<file path="config.mk">
export PLATFORM = sky130hd
export DESIGN_NAME = tl_channel_buffer
export DESIGN_NICKNAME = d
export VERILOG_FILES = /design/src/rtl/tl_channel_buffer.sv
export SDC_FILE = /design/constraint.sdc
export NUM_CORES = 1
export LEC_CHECK = 0
export BUFFER_PORTS_ARGS = -buffer_cell sky130_fd_sc_hd__buf_2
export CAP_MARGIN = 20
export CORE_ASPECT_RATIO = 0.75
export CORE_UTILIZATION = 55
export CTS_BUF_LIST = sky130_fd_sc_hd__clkbuf_8
export DETAILED_ROUTE_END_ITERATION = 10
export MAX_ROUTING_LAYER = met4
export PLACE_DENSITY = 0.79
export SLEW_MARGIN = 20
export SYNTH_ARGS = -nofsm -noshare
export SYNTH_HDL_FRONTEND = slang
export SYNTH_SLANG_ARGS = --single-unit
</file>
<file path="constraint.sdc">
create_clock -name clock -period 6.3 [get_ports clock]
set_clock_uncertainty 0.05 [all_clocks]
set_input_delay 1.26 -clock clock [delete_from_list [all_inputs] [get_ports clock]]
set_output_delay 1.26 -clock clock [all_outputs]
set_load 0.02 [all_outputs]
</file>
<file path="src/rtl/tl_channel_buffer.sv">
// TileLink A/D channel buffer: two independent FIFO queues with
// configurable depth (0 = wire-through) and optional flow bypass.

module tl_queue #(
    parameter int W     = 8,
    parameter int DEPTH = 2,
    parameter int FLOW  = 0,
    parameter int CW    = 1
) (
    input  logic          clock,
    input  logic          reset,
    input  logic          in_valid,
    output logic          in_ready,
    input  logic [W-1:0]  in_data,
    output logic          out_valid,
    input  logic          out_ready,
    output logic [W-1:0]  out_data,
    output logic [CW-1:0] count
);
    if (DEPTH == 0) begin : g_pass
        assign out_valid = in_valid;
        assign in_ready  = out_ready;
        assign out_data  = in_data;
        assign count     = '0;
    end else begin : g_fifo
        localparam int PW = (DEPTH > 1) ? $clog2(DEPTH) : 1;

        logic [W-1:0]  mem [DEPTH];
        logic [PW-1:0] rptr;
        logic [PW-1:0] wptr;
        logic [CW-1:0] cnt;
        logic          empty;
        logic          bypass;
        logic          enq;
        logic          deq;

        function automatic logic [PW-1:0] nxt(input logic [PW-1:0] p);
            return (p == PW'(DEPTH - 1)) ? '0 : p + 1'b1;
        endfunction

        assign empty     = (cnt == '0);
        // Ready looks only at the registered count, never at out_ready.
        assign in_ready  = (cnt < CW'(DEPTH));
        assign bypass    = (FLOW != 0) && empty && in_valid;
        assign out_valid = !empty || bypass;
        assign out_data  = empty ? in_data : mem[rptr];
        assign enq       = in_valid && in_ready && !(bypass && out_ready);
        assign deq       = !empty && out_ready;
        assign count     = cnt;

        always_ff @(posedge clock) begin
            if (reset) begin
                rptr <= '0;
                wptr <= '0;
                cnt  <= '0;
            end else begin
                if (enq) wptr <= nxt(wptr);
                if (deq) rptr <= nxt(rptr);
                if (enq && !deq) begin
                    cnt <= cnt + 1'b1;
                end else if (!enq && deq) begin
                    cnt <= cnt - 1'b1;
                end
            end
        end

        always_ff @(posedge clock) begin
            if (enq) mem[wptr] <= in_data;
        end
    end
endmodule

module tl_channel_buffer #(
    parameter int DATA_W   = 32,
    parameter int ADDR_W   = 32,
    parameter int SOURCE_W = 4,
    parameter int SIZE_W   = 3,
    parameter int A_DEPTH  = 2,
    parameter int D_DEPTH  = 2,
    parameter int A_FLOW   = 0,
    parameter int D_FLOW   = 0,
    localparam int MW  = DATA_W / 8,
    localparam int ACW = (A_DEPTH == 0) ? 1 : $clog2(A_DEPTH + 1),
    localparam int DCW = (D_DEPTH == 0) ? 1 : $clog2(D_DEPTH + 1)
) (
    input  logic                clock,
    input  logic                reset,
    input  logic                a_in_valid,
    output logic                a_in_ready,
    input  logic [2:0]          a_in_opcode,
    input  logic [2:0]          a_in_param,
    input  logic [SIZE_W-1:0]   a_in_size,
    input  logic [SOURCE_W-1:0] a_in_source,
    input  logic [ADDR_W-1:0]   a_in_address,
    input  logic [MW-1:0]       a_in_mask,
    input  logic [DATA_W-1:0]   a_in_data,
    input  logic                a_in_corrupt,
    output logic                a_out_valid,
    input  logic                a_out_ready,
    output logic [2:0]          a_out_opcode,
    output logic [2:0]          a_out_param,
    output logic [SIZE_W-1:0]   a_out_size,
    output logic [SOURCE_W-1:0] a_out_source,
    output logic [ADDR_W-1:0]   a_out_address,
    output logic [MW-1:0]       a_out_mask,
    output logic [DATA_W-1:0]   a_out_data,
    output logic                a_out_corrupt,
    input  logic                d_in_valid,
    output logic                d_in_ready,
    input  logic [2:0]          d_in_opcode,
    input  logic [1:0]          d_in_param,
    input  logic [SIZE_W-1:0]   d_in_size,
    input  logic [SOURCE_W-1:0] d_in_source,
    input  logic                d_in_denied,
    input  logic [DATA_W-1:0]   d_in_data,
    input  logic                d_in_corrupt,
    output logic                d_out_valid,
    input  logic                d_out_ready,
    output logic [2:0]          d_out_opcode,
    output logic [1:0]          d_out_param,
    output logic [SIZE_W-1:0]   d_out_size,
    output logic [SOURCE_W-1:0] d_out_source,
    output logic                d_out_denied,
    output logic [DATA_W-1:0]   d_out_data,
    output logic                d_out_corrupt,
    output logic [ACW-1:0]      a_count,
    output logic [DCW-1:0]      d_count
);
    localparam int AW = 7 + SIZE_W + SOURCE_W + ADDR_W + MW + DATA_W;
    localparam int DW = 7 + SIZE_W + SOURCE_W + DATA_W;

    logic [AW-1:0] a_in_q;
    logic [AW-1:0] a_out_q;
    logic [DW-1:0] d_in_q;
    logic [DW-1:0] d_out_q;

    assign a_in_q = {a_in_opcode, a_in_param, a_in_size, a_in_source,
                     a_in_address, a_in_mask, a_in_data, a_in_corrupt};
    assign {a_out_opcode, a_out_param, a_out_size, a_out_source,
            a_out_address, a_out_mask, a_out_data, a_out_corrupt} = a_out_q;

    assign d_in_q = {d_in_opcode, d_in_param, d_in_size, d_in_source,
                     d_in_denied, d_in_data, d_in_corrupt};
    assign {d_out_opcode, d_out_param, d_out_size, d_out_source,
            d_out_denied, d_out_data, d_out_corrupt} = d_out_q;

    tl_queue #(.W(AW), .DEPTH(A_DEPTH), .FLOW(A_FLOW), .CW(ACW)) u_a (
        .clock(clock), .reset(reset),
        .in_valid(a_in_valid), .in_ready(a_in_ready), .in_data(a_in_q),
        .out_valid(a_out_valid), .out_ready(a_out_ready),
        .out_data(a_out_q), .count(a_count)
    );

    tl_queue #(.W(DW), .DEPTH(D_DEPTH), .FLOW(D_FLOW), .CW(DCW)) u_d (
        .clock(clock), .reset(reset),
        .in_valid(d_in_valid), .in_ready(d_in_ready), .in_data(d_in_q),
        .out_valid(d_out_valid), .out_ready(d_out_ready),
        .out_data(d_out_q), .count(d_count)
    );
endmodule
</file>
==> metrics.cfg <==
[final_layout]
area_delta_synth_final_pct = 18.6
final_cells = 1290
fin_nets = 1142
final_util_pct = 66.9
drive_gt1_share_pct = 32.0

[setup_path]
reg2reg_from = u_a.count[1]
critPathRequiredTime_ns = 4.99
path_buf_inv = 2
critPathKind = reg2out
crit_arrival_ns = 2.73
max_stage_delay_ns = 0.68
startpoint = u_a.count[1]
worstSetupEndpointType = output pin
slowest_stage = buf_4
crit_fanout = 81
worstSetupStartpointType = register
path_delay_family = buffers and inverters
crit_path_cell_trace = or2_4 > buf_4 > nor2_1 > a21oi_1 > buf_2

[grt]
antenna_found_initial = 2
grt_overflow = 0
grt_use_total_pct = 20.6
grt_pass1_wl_mm = 31.2
grt_pass1_vias = 6096
grt_max_degree = 82

[sta]
setup-violations-final = 0
finalCritPeriodShare_pct = 64.2
tightest_slew_ns = 1.03
finalMaxSlewViolations = 0
setup_tns_ns = 0
rsz0062_at_grt = no
post-route-min-period_ns = 4.04
maxSlewHeadroom_pct = 31.6
max_freq_mhz = 247
hold_viol = 0

[placed_design]
io_buffer_count = 269
place_congestion = 0.776
placed_cells = 1217
dp_hpwl_mm = 13.7

[route]
drtIter0Drc = 504
vias = 6669
vias_per_cell = 5.17
post-route-drc-count = 0
wl_per_cell_um = 16.6
drt_pre_antenna_iters = 4
antenna_left = 0
totalWireLength_mm = 21.5

[synth]
async_reset_ff_share_pct = 0
yosys_most_used_dff = edfxtp_1
syn-mean-instance-area_um2 = 15.0
synth-simple-area-share_pct = 5.27
yosysMostFrequentCell = edfxtp_1
synth_seq_cells = 266
synth_fa_ha_area_share_pct = 0.229
synthTopCellsByArea = edfxtp_1, mux2i_1, a21oi_1, nor2_1, buf_6
synth_top_family_by_area = multiplexers
muxShareOfSynthArea_pct = 11.7
yosys_warnings = 0
synth_compound_area_share_pct = 6.14
synth_area_leader_cell = edfxtp_1
yosys.area_share.xor_xnor_pct = 0.641
synth_top_area_share_pct = 70.4
synth_edf_count = 256
netlist_area_um2 = 10900
synth.distinct_cells = 20
synth_nets = 865
syn_inst = 729
ys_seq_area_share_pct = 72.2
synth_common_cells = edfxtp_1, nor2_1, a21oi_1

[clocking]
cts_num_sinks = 266
cts-buffers-inserted = 40
ctsResizeCount = 0
hold_buffers = 0
cts-root-buf = clkbuf_8
clkSlewWorstSetupHoldPaths_ns = 0.06
worstSkewPairLatency_ns = 0.51
cts_max_path_buffers = 3
postCtsSetupBuffers = 0
cts_tree = built
ctsHtreeMaxLevel = 2

[floorplan]
dieArea_um2 = 20400
core_um2 = 19400
num_io_pins = 270
die_w_um = 165
start_util_pct = 56.4
std_cell_rows = 44
die_h_um = 124

[power_and_ir_drop]
powerDensity_nw_per_um2 = 486
peakVddDrop_v = 0.000431
p_leak_nw = 4.86

[job]
cap_violations = 0

[status]
status = finished clean

[worst_hold_path]
hp-start = u_a.g_fifo.rptr
min_path_type = reg2reg

-- registers in the layout, indices dropped and copies added (netlist names), named ones only --
signal,cells
u_d.g_fifo.mem,92
u_a.g_fifo.rptr,1
u_d.count,2
u_a.count,2
u_d.g_fifo.wptr,1
u_a.g_fifo.mem,164
u_a.g_fifo.wptr,1
u_d.g_fifo.rptr,1
-- cells in the final DEF (no fill, tap or decap), drive strengths merged --
cell type / synthesis / layout
o21ai: 4 / 4
or3: 2 / 2
xnor2: 2 / 2
buf: 37 / 278
edfxtp: 256 / 256
or2: 2 / 2
a21oi: 130 / 130
clkbuf: 6 / 41
inv: 2 / 22
ha: 2 / 2
diode: 0 / 2
nor2b: 4 / 4
clkinv: 0 / 10
dfxtp: 10 / 10
and2: 2 / 2
xor2: 6 / 6
nor2: 136 / 136
mux2i: 128 / 128
-- worst reg2reg max path, delay by kind of cell (launching register included) --
| family | cells | cell delay [ns] |
|---|---|---|
| flops | 1 | 0.37 |
| buf+inv | 1 | 0.79 |
| simple gates | 2 | 0.83 |
-- per-stage QoR --
step / instance area (µm²) / hold WS, ns / setup slack [ns] / power (mW)
finish: 13000 / 0.462 / 2.26 / 6.29
detailed placement: 12300 / 0.449 / 2.82 / 5.12
global route: 13000 / 0.484 / 1.99 / 6.66
CTS: 13000 / 0.466 / 2.23 / 6.34
floorplan: 10900 / 0.422 / 0.556 / 4.51
global placement: 12300 / 0.435 / 2.88 / 5.09
-- per-layer routing --
layer  track usage (%)  up-vias  part of all wire (%)
li1                  -     3269                     -
met1              28.2     3121                    46
met2              30.7      240                    45
met3              4.60       39                   6.3
met4              7.17        0                   2.1
met5                 -        -                     0
-- final cells by class --
class / count / area (µm²)
fillers: 1418 / 6420
multi-input cells: 418 / 2640
repair buffers: 278 / 1410
well taps: 253 / 317
clock buffers: 41 / 564
flip-flops and latches: 266 / 7890
inverters: 2 / 7.51
clock inverters: 30 / 118
diodes: 2 / 5.00
-- final timing paths --
path                                         endpoint  slack [ns]  cells past startpoint
worst max-delay path                 a_out_address[8]        2.26                      5
worst min-delay path                         register        0.46                      2
worst max register to register  u_a.g_fifo.mem[0][49]        3.79                      3
worst min register to register               register        0.46                      2
-- cell families after synthesis --
logic type,Yosys count
and+or+nand+nor,146
DFF,266
adders and majority gates,2
xor gates and xnor gates,8
muxes,128
AOI/OAI and AO/OA,134
buffers and inverters,45
-- power by group --
group / switching, mW / internal, mW / leakage, nW
logic: 1.79 / 0.855 / 1.97
clock network: 0.612 / 0.602 / 0.426
registers: 0.149 / 2.28 / 2.47
total: 2.55 / 3.74 / 4.86
No activity file was read; power rests on OpenSTA's default activity.
